## config.mk

```make
export PLATFORM = sky130hd
export DESIGN_NAME = and_32bit
export DESIGN_NICKNAME = d
export VERILOG_FILES = /design/src/rtl/and_32bit.sv
export SDC_FILE = /design/constraint.sdc
export NUM_CORES = 1
export LEC_CHECK = 0
export CAP_MARGIN = 20
export CORE_MARGIN = 2
export CORE_UTILIZATION = 34
export DETAILED_ROUTE_END_ITERATION = 10
export GPL_TIMING_DRIVEN = 0
export PLACE_DENSITY_LB_ADDON = 0.15
export SLEW_MARGIN = 5
export SYNTH_ARGS = -nofsm -noshare
export SYNTH_HDL_FRONTEND = slang
export SYNTH_HIERARCHICAL = 1
export SYNTH_SLANG_ARGS = --single-unit
```

## constraint.sdc

```tcl
create_clock -name clk -period 1.2 [get_ports clk]
set_input_delay 0.24 -clock clk [delete_from_list [all_inputs] [get_ports clk]]
set_output_delay 0.24 -clock clk [all_outputs]
set_load 0.01 [all_outputs]
```

## src/rtl/and_32bit.sv

```systemverilog
// 32-bit bitwise AND unit for the ALU.
// Rz is the purely combinational Ra & Rb that feeds the result mux.
// Rz_q, valid_q and zero_q are a registered copy of that result for
// pipelined consumers.
// The datapath is split into independent lanes. AND has no cross-bit
// interaction, so each lane computes its own slice of the result and its
// own zero flag. The top level then only has to reduce the lane flags.

module and_lane #(
    parameter int LANE_W = 8
) (
    input  logic [LANE_W-1:0] a,
    input  logic [LANE_W-1:0] b,
    output logic [LANE_W-1:0] y,
    output logic              zero
);

    // Bitwise AND. X/Z propagate with the usual & rules (0 & X = 0).
    always_comb begin
        y    = a & b;
        zero = (y == '0);
    end

endmodule

module and_32bit #(
    parameter int WIDTH  = 32,
    parameter int LANE_W = 8
) (
    input  logic             clk,
    input  logic             clr,
    input  logic [WIDTH-1:0] Ra,
    input  logic [WIDTH-1:0] Rb,
    input  logic             en,
    output logic [WIDTH-1:0] Rz,
    output logic [WIDTH-1:0] Rz_q,
    output logic             valid_q,
    output logic             zero_q
);

    localparam int NUM_LANES = WIDTH / LANE_W;

    logic [NUM_LANES-1:0][LANE_W-1:0] rz_lane;
    logic [NUM_LANES-1:0]             lane_zero;
    logic                             rz_zero;

    // One lane instance per LANE_W-bit slice of the operands.
    for (genvar l = 0; l < NUM_LANES; l++) begin : g_lane
        and_lane #(
            .LANE_W (LANE_W)
        ) u_lane (
            .a    (Ra[l*LANE_W +: LANE_W]),
            .b    (Rb[l*LANE_W +: LANE_W]),
            .y    (rz_lane[l]),
            .zero (lane_zero[l])
        );
    end

    // Reassemble the lanes into the full-width result.
    // The full result is zero only if every lane reports zero.
    always_comb begin
        Rz      = rz_lane;
        rz_zero = &lane_zero;
    end

    // Registered copy. clr wins at any time, so an edge where clr is still
    // high never captures, even with en=1. The cleared state reads as
    // "result 0, not valid", which is why zero_q resets to 1.
    always_ff @(posedge clk or posedge clr) begin
        if (clr) begin
            Rz_q    <= '0;
            valid_q <= 1'b0;
            zero_q  <= 1'b1;
        end else if (en) begin
            Rz_q    <= Rz;
            valid_q <= 1'b1;
            zero_q  <= rz_zero;
        end
    end

endmodule

```

==> run metrics <==
die width 75.9 um; worst path bufs/invs 1; Critical Path Max Stage Delay 0.54 ns; Placement Setup Slack -0.756 ns; power density over cell area 890 nW/um2; Post-Synthesis Net Count 186; CTS tree yes; Async S/R FF share, synth 100%; area leader, netlist dfrtp_1; WP data arrival 1.44 ns; DRT iter0 DRCs 17; final WL 4960 um; layout cells sized above 1 58.5%; Vias 1519; failing checks setup timing; clock skew 0 ns; sw frac 25.8%; class of the worst hold path input pin to flop; EDFF count, synth 0; setup violators final 1; delay-heaviest family, CP simple AND/OR/NAND/NOR gates; Cell variety after synth 15; row cnt 26; clk_lat worst skew 0.28 ns; htree depth 2; final count of hold timing violations 0; largest net degree at the start of global routing 35; slowest CP cell or4_4; Worst Setup Start Kind input pin; port bufs 131; Cell Area, Synth 1760 um2; Clock Power Share 26.3%; Die Area 5770 um2; Die H 75.9 um; CTS buffer count 5; # DRC 0; CP required 1.41 ns; number of global-route vias before repair 1599; clock sinks 34; grt total ovfl 0; Core ar. 5040 um2; drt via density 4.29; combinational power share 31.3%; Initial Utilization 34.9%; post-synthesis cell count 119; RSZ-0062 raised after global routing true; Area Growth Syn to Fin 95.3%; kind of critical path input pin to flop; Max Fclk 816 MHz; crit share post-route 102%; # diodes 0; post-route worst setup slack -0.0257 ns; max cap viols 0; Yosys top cell area share 46.9%; Synth Register Bits 34; Final HPWL DP 3430 um; final setup TNS -0.0257 ns; crit path max fanout 2; count leader, synth dfrtp_1; drt wl/cell 14.0 um; Max Buffers Root-to-Sink 2; worst-path cell chain clkbuf_2 > and2_4 > or4_4 > nor4_4 > nand4_1 > mux2i_1; Leakage 1.89 nW; outcome finished with violations; drt pass-1 iters 3; nets 350; first-pass GRT wire length 8040 um; sequential share of power 42.4%; Internal 2.27 mW; min Tclk post-route 1.23 ns; worst-margin pin slew 0.704 ns; Slew HR 53.0%; GPL Wtd Cong 0.663; fin. max-slew vios 0; Synth top cells by count 33 x dfrtp_1, 28 x mux2_4, 24 x and2_1; initial antenna violation count 0; GRT Total Usage 17.4%; clock slew at reported path FFs 0.06 ns; Peak VDD IR 0.590 mV; type of destination of the critical path flop; post-synthesis sequential area ratio 48.4%; top post-synthesis cells by area dfrtp_1 47%, mux2_4 24%, and2_1 8.5%, and2_4 4.0%, buf_12 3.4%; Synth Area per Inst 14.8 um2; Ys Warns 6; P_sw 0.790 mW; Routed Antenna Nets 0; Main synth FF type dfrtp_1; I/O pins 133; clock root buffer clkbuf_8
## area by class of cell
cell class | instances | area, um2
Sequential cell | 34 | 852
Timing Repair Buffer | 157 | 1400
Clock buffer | 8 | 80.1
Fill cell | 398 | 1610
Multi-Input combinational cell | 79 | 933
Tap cell | 70 | 87.6
Inverter | 2 | 7.51
Buffer | 4 | 71.3
## through the flow
stage / cell area, um2 / hold WS, ns / utilization, % / cells / total power [mW]
2_1_floorplan: 1760 / 0.381 / - / 119 / 1.71
3_3_place_gp: 3160 / 0.447 / 62.6 / 320 / 2.26
3_5_place_dp: 3160 / 0.449 / 62.6 / 320 / 2.27
4_1_cts: 3300 / 0.277 / 65.5 / 343 / 3.06
5_1_grt: 3440 / 0.280 / 68.1 / 354 / 3.21
6_report: 3440 / 0.280 / 68.1 / 354 / 3.06
## logic make-up (layout without fill, tap and decap cells)
group / after synthesis / count (layout) / share of synthesized area [%]
AND/OR/NAND/NOR: 46 / 46 / 20.1
buffers and inverters: 6 / 171 / 4.48
flip-flops: 34 / 34 / 48.4
multiplexers: 33 / 33 / 27.0
## path summary, 6_finish.rpt
| path | from | endpoint | slack [ns] | cells past startpoint |
|---|---|---|---|---|
| setup / recovery | Ra[7] | zero_q | -0.03 | 6 |
| hold / removal | en | Rz_q[8] | 0.28 | 2 |
| setup reg to reg | Rz_q[22] | Rz_q[22] | 0.33 | 2 |
| hold reg to reg | valid_q | valid_q | 0.46 | 1 |
| max in group asynchronous | clr | Rz_q[23] | 0.34 | 2 |
| min in group asynchronous | clr | Rz_q[3] | 0.40 | 2 |
## layout by cell type (no fill, tap or decap), types with 3 or more instances in the layout
cell,synthesis,routed
dlymetal6s2s_1,0,20
clkbuf_8,0,5
clkdlybuf4s15_2,0,3
dfrtp_1,33,33
clkbuf_2,0,12
buf_12,3,3
clkdlybuf4s15_1,0,37
buf_2,0,19
clkbuf_1,0,3
or2_4,0,4
dlygate4sd2_1,0,20
buf_4,0,26
nor4_4,0,4
buf_6,1,20
or4_4,4,4
mux2_4,28,28
mux2_2,4,4
and2_4,8,32
## metal layers
layer	GRT usage (%)	vias to the layer above	wire length, um
met5	0	-	0
met4	4.36	0	32
met3	6.55	4	342
met2	28.4	67	2560
met1	21.9	711	2020
li1	-	737	-
## flip-flops by register name, indices dropped and copies added, names as in the netlist
register,count
Rz_q,32
valid_q,1
zero_q,1
## power groups by stage
stage	registers [mW]	logic, mW	clock network [mW]
after global routing	1.31	1.02	0.877
final	1.30	0.957	0.805
after floorplan	1.36	0.357	0
after detailed placement	1.31	0.962	0
after global placement	1.31	0.952	0
after CTS	1.29	0.939	0.832
## worst reg2reg max path: stages (launching register included)
cell,delay [ns]
dfrtp_1,0.38
buf_4,0.13
mux2_4,0.25
## what timing repair did
item / 4_1_cts / 5_1_grt
setup endpoints to repair: 67 / 40
buffers inserted: 15 / 11
hold buffers: 0 / 0
gates resized for setup: 278 / 66
pin swaps: 32 / 29
Note: power is estimated with default switching activity, not from simulation.
